**src/rtl/serial_add64_ctrl_pkg.sv**
```systemverilog
// Shared definitions for the nibble-serial 64-bit adder controller:
// default widths, derived slice count and the FSM state encoding.
package serial_add64_ctrl_pkg;

  localparam int WIDTH_DEF  = 64;
  localparam int SLICE_DEF  = 4;
  localparam int NSLICE_DEF = WIDTH_DEF / SLICE_DEF;

  typedef enum logic [1:0] {
    ST_IDLE = 2'd0,
    ST_RUN  = 2'd1,
    ST_DONE = 2'd2
  } state_e;

endpackage

```
**src/rtl/serial_add64_ctrl_add4_slice.sv**
```systemverilog
// Combinational SLICE-bit ripple-carry adder built from a chain of 1-bit
// full adders; the controller time-shares one instance across all slices.
module add4_slice #(
  parameter int SLICE = 4
) (
  input  logic [SLICE-1:0] a,
  input  logic [SLICE-1:0] b,
  input  logic             cin,
  output logic [SLICE-1:0] s,
  output logic             cout
);

  logic [SLICE:0] c;

  assign c[0] = cin;

  for (genvar i = 0; i < SLICE; i++) begin : g_fa
    assign s[i]   = a[i] ^ b[i] ^ c[i];
    assign c[i+1] = (a[i] & b[i]) | (c[i] & (a[i] ^ b[i]));
  end

  assign cout = c[SLICE];

endmodule

```
**src/rtl/serial_add64_ctrl.sv**
```systemverilog
// Multi-cycle WIDTH-bit adder: one SLICE-bit adder processes one slice per
// clock, LSB slice first, between a start handshake and a result handshake.
module serial_add64_ctrl
  import serial_add64_ctrl_pkg::*;
#(
  parameter int WIDTH = WIDTH_DEF,
  parameter int SLICE = SLICE_DEF
) (
  input  logic             clk,
  input  logic             rst,
  input  logic             start_valid,
  output logic             start_ready,
  input  logic [WIDTH-1:0] a,
  input  logic [WIDTH-1:0] b,
  input  logic             c_in,
  output logic             res_valid,
  input  logic             res_ready,
  output logic [WIDTH-1:0] sum,
  output logic             c_out,
  output logic             overflow,
  output logic             busy,
  output logic [1:0]       dbg_state
);

  // Handshakes: a transfer happens on a rising clk edge where valid and ready
  // are both high. start_ready is high only in IDLE and res_valid only in DONE;
  // both are registered, so neither depends combinationally on the other side.

  localparam int NSLICE = WIDTH / SLICE;
  localparam int CNT_W  = (NSLICE > 1) ? $clog2(NSLICE) : 1;
  localparam logic [CNT_W-1:0] CNT_LAST = CNT_W'(NSLICE - 1);

  state_e           state_q, state_d;
  logic [CNT_W-1:0] cnt_q, cnt_d;
  logic [WIDTH-1:0] a_sh_q, a_sh_d;
  logic [WIDTH-1:0] b_sh_q, b_sh_d;
  logic             carry_q, carry_d;
  logic [WIDTH-1:0] sum_q, sum_d;
  logic             c_out_q, c_out_d;
  logic             ovf_q, ovf_d;
  logic             a_msb_q, a_msb_d;
  logic             b_msb_q, b_msb_d;
  logic             start_ready_q, start_ready_d;
  logic             res_valid_q, res_valid_d;
  logic             busy_q, busy_d;

  logic [SLICE-1:0] slice_s;
  logic             slice_co;

  add4_slice #(.SLICE(SLICE)) u_slice (
    .a    (a_sh_q[SLICE-1:0]),
    .b    (b_sh_q[SLICE-1:0]),
    .cin  (carry_q),
    .s    (slice_s),
    .cout (slice_co)
  );

  always_comb begin
    state_d       = state_q;
    cnt_d         = cnt_q;
    a_sh_d        = a_sh_q;
    b_sh_d        = b_sh_q;
    carry_d       = carry_q;
    sum_d         = sum_q;
    c_out_d       = c_out_q;
    ovf_d         = ovf_q;
    a_msb_d       = a_msb_q;
    b_msb_d       = b_msb_q;
    start_ready_d = start_ready_q;
    res_valid_d   = res_valid_q;
    busy_d        = busy_q;

    unique case (state_q)
      ST_IDLE: begin
        if (start_valid && start_ready_q) begin
          a_sh_d        = a;
          b_sh_d        = b;
          carry_d       = c_in;
          a_msb_d       = a[WIDTH-1];
          b_msb_d       = b[WIDTH-1];
          cnt_d         = '0;
          state_d       = ST_RUN;
          start_ready_d = 1'b0;
          busy_d        = 1'b1;
        end
      end
      ST_RUN: begin
        // After NSLICE shifts the first slice result lands in the low bits.
        sum_d   = {slice_s, sum_q[WIDTH-1:SLICE]};
        a_sh_d  = a_sh_q >> SLICE;
        b_sh_d  = b_sh_q >> SLICE;
        carry_d = slice_co;
        cnt_d   = cnt_q + CNT_W'(1);
        if (cnt_q == CNT_LAST) begin
          state_d     = ST_DONE;
          c_out_d     = slice_co;
          ovf_d       = (a_msb_q == b_msb_q) && (slice_s[SLICE-1] != a_msb_q);
          res_valid_d = 1'b1;
        end
      end
      ST_DONE: begin
        if (res_ready) begin
          state_d       = ST_IDLE;
          res_valid_d   = 1'b0;
          start_ready_d = 1'b1;
          busy_d        = 1'b0;
        end
      end
      default: begin
        state_d       = ST_IDLE;
        res_valid_d   = 1'b0;
        start_ready_d = 1'b1;
        busy_d        = 1'b0;
      end
    endcase
  end

  always_ff @(posedge clk or posedge rst) begin
    if (rst) begin
      state_q       <= ST_IDLE;
      cnt_q         <= '0;
      a_sh_q        <= '0;
      b_sh_q        <= '0;
      carry_q       <= 1'b0;
      sum_q         <= '0;
      c_out_q       <= 1'b0;
      ovf_q         <= 1'b0;
      a_msb_q       <= 1'b0;
      b_msb_q       <= 1'b0;
      start_ready_q <= 1'b1;
      res_valid_q   <= 1'b0;
      busy_q        <= 1'b0;
    end else begin
      state_q       <= state_d;
      cnt_q         <= cnt_d;
      a_sh_q        <= a_sh_d;
      b_sh_q        <= b_sh_d;
      carry_q       <= carry_d;
      sum_q         <= sum_d;
      c_out_q       <= c_out_d;
      ovf_q         <= ovf_d;
      a_msb_q       <= a_msb_d;
      b_msb_q       <= b_msb_d;
      start_ready_q <= start_ready_d;
      res_valid_q   <= res_valid_d;
      busy_q        <= busy_d;
    end
  end

  assign start_ready = start_ready_q;
  assign res_valid   = res_valid_q;
  assign busy        = busy_q;
  assign sum         = sum_q;
  assign c_out       = c_out_q;
  assign overflow    = ovf_q;
  assign dbg_state   = state_q;

endmodule

```
**config.mk**
```make
export PLATFORM = sky130hd
export DESIGN_NAME = serial_add64_ctrl
export DESIGN_NICKNAME = d
export VERILOG_FILES = /design/src/rtl/serial_add64_ctrl_pkg.sv /design/src/rtl/serial_add64_ctrl_add4_slice.sv /design/src/rtl/serial_add64_ctrl.sv
export SDC_FILE = /design/constraint.sdc
export NUM_CORES = 1
export LEC_CHECK = 0
export CORE_ASPECT_RATIO = 0.5
export CORE_UTILIZATION = 45
export CTS_CLUSTER_DIAMETER = 50
export DETAILED_ROUTE_END_ITERATION = 8
export GPL_ROUTABILITY_DRIVEN = 1
export PLACE_DENSITY_LB_ADDON = 0.3
export SYNTH_ARGS = -nofsm -noshare
export SYNTH_HDL_FRONTEND = slang
export SYNTH_SLANG_ARGS = --single-unit
export TNS_END_PERCENT = 30
```
**constraint.sdc**
```tcl
create_clock -name clk -period 8.9 [get_ports clk]
set_input_delay 1.335 -clock clk [delete_from_list [all_inputs] [get_ports clk]]
set_output_delay 1.335 -clock clk [all_outputs]
set_load 0.01 [all_outputs]
```
==> results.md, run 1 <==
- Max-cap violation count: 0
- Max Freq: 0.304 GHz
- Slew Viols, Final: 0
- Crit path max fanout: 73
- Vias in the first global route: 7,096
- Relative slew slack: 0.192
- Synth Cell Area: 0.00884 mm2
- Post-synthesis xor/xnor area fraction: 0.000990
- WP data arrival: 3.70 ns
- CTS Buf Count: 19
- Crit path time final: 3.29 ns
- Maximum VDD drop: 161 uV
- Root Buffer: clkbuf_16
- Drt pass-1 iters: 5
- Total number of H-tree levels: 1
- Post-synthesis sequential area ratio: 0.583
- Detailed Route Iter0 Violations: 595
- Port Buffer Count: 203
- Compound-Gate Fraction of Synth Area: 0.0130
- Final Hold Fails: 0
- Hold_sp: b_sh_q[41]
- Total grt overflow: 0
- CP required: 9.31 ns
- Area grow syn2layout: 30.2%
- Largest family of logic cells by synthesized area: simple AND/OR/NAND/NOR gates
- Final #Nets: 1,321
- Endpoint, Worst Hold: b_sh_q[37]
- Drt wl/cell: 14.7 um
- Detailed-route DRC error count: 0
- Placement Cell Area: 0.0109 mm2
- Worst skew pair latency: 0.48 ns
- Synth cell types: 30
- First-pass GRT wire length: 35,400 um
- Worst slew pin tran: 1.21 ns
- Total routed wirelength: 21,400 um
- Buffer levels on the longest clock path: 3
- RD Place Congestion: 0.836
- Core area: 0.0188 mm2
- DR vias: 7,471
- HPWL after detailed placement: 13,700 um
- Crit Reg-Reg Endpoint: overflow
- Worst Setup SP: start_valid
- Worst R2R Start: dbg_state[1]
- Ratio of cells with drive above 1 in the final layout: 0.0360
- Tot GR Track Use: 0.214
- Syn Inst Count: 1,025
- Die area: 0.0203 mm2
- Mapped Nets: 1,163
- Setup violations, final: 0
- Largest net degree at the start of global routing: 139
- Post-CTS Setup Bufs: 0
- Reg2Reg Depth: 4
- Worst hold path type: flop to flop
- Post-route cell area: 0.0115 mm2
- CTS tree: done
- CTS sink cnt: 206
- Pleak: 5.58 nW
- Setup crit end kind: flop
- # hold bufs at CTS: 0
- Detail Route Antenna Nets: 0
- PwrDens: 271 mW/mm2
- CTS clk-pin slew, worst paths: 0.07 ns
- Yosys warns: 0
- Unrepaired setup endpoints after global routing: no
- Row count: 35
- Syn avg cell area: 8.63 um2
- I/O pin cnt: 204
- Inserted Diodes: 0
- Final Non-Filler Cells: 1,454
- Resized cells post-CTS: 0
- Post-synthesis mux area share: 0.00368
- Adder-Cell Fraction of Synth Area: 0.0105
- Initial antenna violation count: 0
- Fin crit share: 0.370
- Startpoint class of the critical path: input pin
- Status: finished clean
- Effective utilization at floorplan: 0.470
- Skew final: 0.00874 ns
- Setup slack, reg-to-reg: 5.75 ns
- Post-synthesis register bit count: 206
- TNS Setup: 0 ns
- Post-synthesis simple-gate area fraction: 0.339
- Horiz. Die Dim: 200 um
- Crit path kind: input pin to flop
- Hold-critical path depth: 2
- Via density: 5.14
- Inst Count DP: 1,421
- Die H: 101 um
==> state kept, by name (all words and copies together), names as in the netlist <==
| register | cells |
|---|---|
| a_sh_q | 64 |
| b_sh_q | 64 |
| sum | 64 |
| cnt_q | 4 |
| dbg_state | 2 |
| a_msb_q | 1 |
| b_msb_q | 1 |
| busy | 1 |
| c_out | 1 |
| carry_q | 1 |
| overflow | 1 |
| res_valid | 1 |
| start_ready | 1 |
==> cell type report <==
class                           instances  area [um2]
Timing Repair Buffer                  210        2080
Fill cell                            1653        7310
Multi-Input combinational cell        737        3290
Sequential cell                       206        5160
Clock buffer                           27         536
Inverter                                9        41.3
Clock inverter                          6        83.8
Tap cell                              259         324
==> power breakdown <==
group | internal (mW) | total, mW | switching [mW] | leakage (nW)
clock network | 0.478 | 0.821 | 0.342 | 0.306
registers | 1.21 | 1.40 | 0.187 | 2.80
logic | 0.405 | 0.903 | 0.499 | 2.48
==> critical path, stage by stage <==
cell,delay (ns)
clkdlybuf4s50_1,0.56
nor4bb_4,0.23
buf_4,0.53
buf_4,0.67
nand2_1,0.16
nand3_1,0.12
==> stage by stage <==
step / worst slack [ns] / hold WS, ns / power (mW) / util
after floorplan: 1.94 / 0.449 / 1.91 / -
after CTS: 5.61 / 0.472 / 3.16 / 0.612
after global routing: 5.43 / 0.495 / 3.32 / 0.612
final: 5.61 / 0.472 / 3.13 / 0.612
after global placement: 5.18 / 0.454 / 2.29 / 0.579
after detailed placement: 5.13 / 0.458 / 2.33 / 0.579
==> placed cells by master (no fill, tap or decap), drive strengths merged, types with 2 or more instances in the layout <==
cell             n
nand3          245
clkdlybuf4s50  203
mux2             2
o311ai           4
fa               4
nor2             4
bufinv           2
buf              7
inv              9
nand2          457
clkinv           4
o21ai            6
dfrtp          205
clkbuf          27
==> routing by layer <==
metal / global-route usage / wire length [um] / vias up
li1: - / - / 3631
met1: 0.314 / 9970 / 3587
met2: 0.340 / 9970 / 220
met3: 0.0343 / 1060 / 33
met4: 0.0446 / 355 / 0
met5: 0 / 0 / -
==> cell families (layout without fill, tap and decap cells) <==
kind of cell,after synthesis,count (layout)
compound gates,17,17
xor+xnor,1,1
fa+ha+maj,5,5
buf+inv,82,252
flops,206,206
mux,3,3
simple gates,711,711
==> synth_stat cells <==
cell	count	area share
a21oi_1	1	0.00057
ha_1	1	0.0014
nand4bb_1	1	0.0013
buf_4	2	0.0017
mux2_2	2	0.0025
dfrtp_1	205	0.58
a31oi_1	1	0.00071
inv_1	9	0.0038
o21a_1	1	0.00085
nand2_1	457	0.19
o21ai_1	2	0.0011
nand3_1	245	0.14
clkbuf_1	10	0.0042
nor2b_1	1	0.00071
or3_1	1	0.00071
o311ai_0	4	0.0040
o21ai_0	4	0.0023
o22a_1	1	0.00099
fa_1	4	0.0091
nor4bb_1	1	0.0011
nor2_1	4	0.0017
mux2i_1	1	0.0011
nand2b_1	1	0.00071
buf_2	53	0.030
a21o_1	1	0.00085
xor2_1	1	0.00099
buf_6	8	0.010
dfstp_2	1	0.0030
o31ai_1	1	0.00085
o211ai_1	1	0.00085
==> worst max-delay path by stage <==
stage                       to  slack (ns)  cells after the start
floorplan              a_msb_q        1.94                      1
global placement       carry_q        5.18                      5
detailed placement  a_sh_q[20]        5.13                      6
CTS                 a_sh_q[20]        5.61                      6
global route        a_sh_q[46]        5.43                      6
finish              a_sh_q[20]        5.61                      6
(Power assumes the default switching activity.)
==> inputs of run 2 (changes only) <==
Clock period 8.9 ns to 3.4 ns, I/O delays scaled along.
==> run 2 against run 1 <==
Against the previous run: register-to-register slack worse by 5.0 ns; via count is 0.74% higher; global-route usage is 0.60 points higher; sequential power grew to 2.6 times the previous value; critical path depth is 4 higher; clock power grew to 2.8 times the previous value; critical path type is now flop to flop; largest cell class unchanged; largest power group unchanged; highest routed layer unchanged.
==> results.md, run 2 (synthesis results as in run 1) <==
- Gate power share: 0.288 (about the same)
- Detail Route Antenna Nets: 0 (unchanged)
- Setup crit end kind: flop
- Ratio of cells with drive above 1 in the final layout: 0.0440 (+0.00804)
- First-pass GRT wire length: 36,600 um (+3.6%)
- WP data arrival: 3.10 ns (-0.60 ns)
- Row count: 35 (unchanged)
- Setup violations, final: 0 (unchanged)
- HPWL after detailed placement: 14,300 um (+4.7%)
- Crit path max fanout: 3 (-96%)
- Max-cap violation count: 0 (unchanged)
- Port Buffer Count: 203 (unchanged)
- Total number of H-tree levels: 1 (unchanged)
- Largest net degree at the start of global routing: 120 (-14%)
- Detailed Route Iter0 Violations: 499 (-16%)
- Maximum VDD drop: 333 uV (+110%)
- Total routed wirelength: 21,900 um (+2.6%)
- RD Place Congestion: 0.816 (-2.4%)
- Commonest cells after routing, fill and taps aside: nand2_1 (457), nand3_1 (245), dfrtp_1 (205)
- Seq pwr share: 0.441 (-0.007)
- Inserted Diodes: 0 (unchanged)
- Worst skew pair latency: 0.50 ns (+0.02 ns)
- Buffer levels on the longest clock path: 3 (unchanged)
- Startpoint class of the critical path: flop
- Net Sw Frac: 0.330 (+0.00112)
- TNS Setup: 0 ns (unchanged)
- Die area: 0.0203 mm2 (unchanged)
- Core area: 0.0188 mm2 (unchanged)
- DR vias: 7,526 (+0.74%)
- Commonest non-fill, non-tap cell in the layout: nand2_1
- Post-CTS Setup Bufs: 0 (unchanged)
- Fin crit share: 0.781
- Sw power: 2.76 mW (+170%)
- Resized cells post-CTS: 0 (unchanged)
- Worst hold path type: flop to flop
- Die H: 101 um (unchanged)
- # hold bufs at CTS: 0 (unchanged)
- Crit path kind: flop to flop
- Effective utilization at floorplan: 0.470 (unchanged)
- Drt pass-1 iters: 5 (unchanged)
- CTS tree: done
- Status: finished clean
- P_int: 5.61 mW (+170%)
- Reg area: 0.00516 mm2 (unchanged)
- Multi-input gate area: 0.00329 mm2 (unchanged)
- Max Freq: 0.377 GHz
- Final Util: 0.620 (+0.00851)
- Unrepaired setup endpoints after global routing: no
- Pleak: 5.65 nW (+1.3%)
- Clock share of power: 0.271 (+0.008)
- Horiz. Die Dim: 200 um (unchanged)
- Detailed-route DRC error count: 0 (unchanged)
- Relative slew slack: 0.470 (+0.278)
- PwrDens: 717 mW/mm2 (+160%)
- Fill cell count: 1,650 (-0.18%)
- Tot GR Track Use: 0.220 (+0.00602)
- Crit path time final: 2.66 ns
- CTS clk-pin slew, worst paths: 0.07 ns (about the same)
- Via density: 5.14 (+0.12%)
- CP required: 3.84 ns (-5.47 ns)
- I/O pin cnt: 204 (unchanged)
- Slew Viols, Final: 0 (unchanged)
- Worst slew pin tran: 0.793 ns (-0.419 ns)
- Initial antenna violation count: 0 (unchanged)
- Drt wl/cell: 15.0 um (+1.9%)
- CTS Buf Count: 20 (+1)
- Vias in the first global route: 7,319 (+3.1%)
- Final Hold Fails: 0 (unchanged)
- Skew final: 0.0192 ns (+0.0105 ns)
- Final #Nets: 1,328 (+0.53%)
- Total grt overflow: 0 (unchanged)
- Area grow syn2layout: 32.0%
- Root Buffer: clkbuf_16
- CTS sink cnt: 206 (unchanged)
==> run 2: final timing paths <==
kind | start | to | slack [ns] | cells after the start
setup / recovery | a_sh_q[0] | overflow | 0.74 | 10
hold / removal | b_sh_q[37] | b_sh_q[33] | 0.47 | 2
setup reg to reg | a_sh_q[0] | overflow | 0.74 | 10
hold reg to reg | b_sh_q[37] | b_sh_q[33] | 0.47 | 2
max in group asynchronous | rst | b_sh_q[45] | 2.35 | 3
min in group asynchronous | rst | a_sh_q[62] | 0.50 | 3
==> run 2: metal layers <==
layer / GRT usage / vias up / wire (um)
met2: 0.360 / 216 / 10200
met5: 0 / - / 0
met3: 0.0326 / 28 / 1070
met1: 0.316 / 3632 / 10200
li1: - / 3650 / -
met4: 0.0470 / 0 / 349
==> run 2: area by class of cell <==
cell class	instances	area share
flip-flops and latches	206	0.442
multi-input cells	737	0.282
repair buffers	216	0.188
clock buffers	28	0.0489
well taps	259	0.0278
clock inverters	8	0.00900
inverters	9	0.00321
==> run 2: metrics by stage <==
step | hold WS [ns] | area, um2 | total power [mW] | setup slack [ns] | std cells
final | 0.467 | 11700 | 8.37 | 0.745 | 1463
after global routing | 0.484 | 11700 | 8.87 | 0.577 | 1463
after CTS | 0.469 | 11700 | 8.46 | 0.745 | 1463
after detailed placement | 0.459 | 11000 | 6.14 | 0.788 | 1427
after global placement | 0.457 | 11000 | 6.05 | 0.826 | 1427
after floorplan | 0.449 | 8850 | 5.01 | 0.219 | 1025
==> run 2: power groups by stage <==
stage,clock network (mW),logic [mW],registers (mW)
6_report,2.27,2.41,3.69
5_1_grt,2.42,2.67,3.78
3_3_place_gp,0,2.35,3.70
3_5_place_dp,0,2.42,3.72
4_1_cts,2.33,2.44,3.69
2_1_floorplan,0,1.29,3.72
==> run 2: critical path, cell delays in order, from the launching register on <==
cell	delay [ns]
dfrtp_1	0.41
fa_1	0.42
inv_1	0.09
fa_1	0.17
inv_1	0.05
fa_1	0.35
inv_1	0.07
fa_1	0.43
or3_1	0.38
nand2_1	0.07
mux2_2	0.15
==> inputs of run 3 (changes only) <==
Clock period 3.4 ns to 2.2 ns, I/O delays scaled along.
==> run 3 against run 2 <==
Against the previous run: the run now ends with negative setup slack left; final cell count increased by 0.27%; setup slack got worse by 1.0 ns; combinational power increased by 59%; routed wire length increased by 0.38%; clock power increased by 49%; clock skew decreased by 0.0098 ns; first-iteration DRC count increased by 4.2%; die area unchanged; sequential share of layout area decreased by 0.44 points; highest routed layer unchanged.
==> results.md, run 3 (synthesis results as in run 1) <==
- I/O pin cnt: 204 (unchanged)
- CTS sink cnt: 206 (unchanged)
- Total number of H-tree levels: 1 (unchanged)
- Via density: 5.12 (-0.47%)
- Root Buffer: clkbuf_16
- Initial antenna violation count: 1 (+1)
- Pleak: 5.69 nW (+0.74%)
- Worst R2R Start: carry_q
- Net Sw Frac: 0.330 (about the same)
- RD Place Congestion: 0.828 (+1.4%)
- Detail Route Antenna Nets: 0 (unchanged)
- Startpoint class of the critical path: flop
- Vias in the first global route: 7,198 (-1.7%)
- Row count: 35 (unchanged)
- CTS Buf Count: 19 (-5.0%)
- Worst Setup EP: overflow
- Drt pass-1 iters: 6 (+1)
- HPWL after detailed placement: 14,500 um (+1.1%)
- Horiz. Die Dim: 200 um (unchanged)
- Crit-path slowest cell: dfrtp_1
- Commonest non-fill, non-tap cell in the layout: nand2_1
- Worst skew pair latency: 0.49 ns (about the same)
- Skew final: 0.00947 ns (-0.00977 ns)
- Crit path kind: flop to flop
- WP data arrival: 2.93 ns (-0.17 ns)
- Core area: 0.0188 mm2 (unchanged)
- Setup slack, reg-to-reg: -0.30 ns (-1.04 ns)
- Port Buffer Count: 203 (unchanged)
- Slew Viols, Final: 0 (unchanged)
- Levels on crit path: 10 (unchanged)
- Max-cap violation count: 0 (unchanged)
- DR vias: 7,511 (-0.20%)
- Worst Setup SP: carry_q
- Crit Reg-Reg Endpoint: overflow
- Maximum VDD drop: 540 uV (+62%)
- Total grt overflow: 0 (unchanged)
- Sw power: 4.26 mW (+54%)
- CTS tree: done
- Status: finished with violations
- Ratio of cells with drive above 1 in the final layout: 0.0530 (+0.00900)
- Largest net degree at the start of global routing: 102 (-15%)
- Post-route cell area: 0.0118 mm2 (+1.0%)
- CP cell instances: fa_2, inv_2, fa_2, inv_2, fa_2, inv_2, fa_1, or3_1, nand2_1, mux2_4
- P_int: 8.64 mW (+54%)
- Detailed-route DRC error count: 0 (unchanged)
- Worst hold path type: input pin to async pin
- Commonest cells after routing, fill and taps aside: nand2_1 (457), nand3_1 (245), dfrtp_1 (205)
- CTS clk-pin slew, worst paths: 0.07 ns (about the same)
- Fin crit share: 1.14 (+0.354)
- Reg2Reg Depth: 10 (unchanged)
- Family with the most delay on the worst path: adder cells
- CP required: 2.63 ns (-1.21 ns)
- Effective utilization at floorplan: 0.470 (unchanged)
- Crit path time final: 2.50 ns (-0.158 ns)
- Failing checks: negative setup slack
- Final Hold Fails: 0 (unchanged)
- Buffer levels on the longest clock path: 3 (unchanged)
- # hold bufs at CTS: 0 (unchanged)
- Tot GR Track Use: 0.219 (-0.000995)
- Worst slew pin tran: 0.479 ns (-0.313 ns)
- Unrepaired setup endpoints after global routing: yes
- PwrDens: 1090 mW/mm2 (+53%)
- Clock share of power: 0.262 (-0.009)
- Max Freq: 0.400 GHz (+6.3%)
- Area grow syn2layout: 33.4%
- Placement Cell Area: 0.0111 mm2 (+1.3%)
- Gate power share: 0.297 (+0.009)
- Drt wl/cell: 15.0 um (+0.11%)
- Setup violations, final: 1 (+1)
- Die H: 101 um (unchanged)
- CP Buf/Inv Count: 3 (unchanged)
- Seq pwr share: 0.441 (about the same)
- Total routed wirelength: 22,000 um (+0.38%)
- Slowest stage delay, CP: 0.42 ns (about the same)
- Final WS setup: -0.298 ns (-1.04 ns)
- Detailed Route Iter0 Violations: 520 (+4.2%)
- Tot Pwr: 12.9 mW (+54%)
- First-pass GRT wire length: 36,200 um (-1.1%)
- Setup crit end kind: flop
- Fill cell count: 1,587 (-3.8%)
- Die area: 0.0203 mm2 (unchanged)
- Relative slew slack: 0.680 (+0.210)
- Final #Nets: 1,332 (+0.30%)
- Crit path max fanout: 3 (unchanged)
-- run 3: cell count changes in the layout (fill, tap and decap cells not counted), sizes merged --
cell | before | now
buf | 13 | 18
bufinv | 2 | 1
clkinv | 6 | 3
clkinvlp | 1 | 2
diode | 0 | 1
inv | 8 | 9
-- run 3: area by class of cell --
cell class,count,area [um2],area share
sequential,206,5160,0.437
clock inverter,6,61.3,0.00520
multi-input combinational,737,3300,0.280
timing repair buffer,221,2330,0.198
inverter,9,37.5,0.00318
antenna,1,2.50,0.000212
tap,259,324,0.0275
clock buffer,28,579,0.0491
-- run 3: power by group through the flow --
stage	registers, mW	clock network [mW]	logic [mW]
6_report	5.69	3.39	3.83
4_1_cts	5.70	3.46	3.87
3_5_place_dp	5.75	0	3.85
5_1_grt	5.85	3.60	4.25
2_1_floorplan	5.75	0	1.99
3_3_place_gp	5.69	0	3.76
-- run 3: worst reg2reg max path, delay by kind of cell, from the launching register on --
| kind | cells | cell delay [ns] |
|---|---|---|
| fa+ha+maj | 4 | 1.33 |
| buf+inv | 3 | 0.16 |
| flops | 1 | 0.42 |
| mux | 1 | 0.14 |
| simple gates | 2 | 0.40 |
-- run 3: how the worst min path moves through the flow --
stage	to	slack, ns	from
floorplan	a_sh_q[60]	0.44	a[60]
global placement	a_sh_q[16]	0.46	a_sh_q[20]
detailed placement	a_sh_q[9]	0.46	a_sh_q[13]
CTS	a_sh_q[61]	0.16	rst
global route	a_sh_q[57]	0.19	rst
finish	a_sh_q[61]	0.17	rst
-- run 3: layer usage --
metal | up-vias | wire length, um | track usage
met5 | - | 0 | 0
met4 | 0 | 359 | 0.0464
met3 | 27 | 956 | 0.0317
met2 | 190 | 10300 | 0.360
met1 | 3647 | 10300 | 0.313
li1 | 3647 | - | -
-- run 3: per-stage QoR --
step / TNS, ns / utilization / instances / hold slack, ns / setup slack (ns)
3_5_place_dp: -0.401 / 0.592 / 1432 / 0.461 / -0.401
2_1_floorplan: -164.73 / - / 1025 / 0.435 / -0.801
3_3_place_gp: -0.392 / 0.592 / 1432 / 0.457 / -0.392
5_1_grt: -0.509 / 0.626 / 1466 / 0.185 / -0.415
6_report: -0.298 / 0.626 / 1467 / 0.170 / -0.298
4_1_cts: -0.306 / 0.626 / 1466 / 0.164 / -0.306
-- run 3: repair_timing --
item                                    4_1_cts  5_1_grt
setup buffers                                 0        0
endpoints found under the setup margin        2        2
gates cloned                                  0        0
pin swaps                                     4        0
resized for setup                             7        0
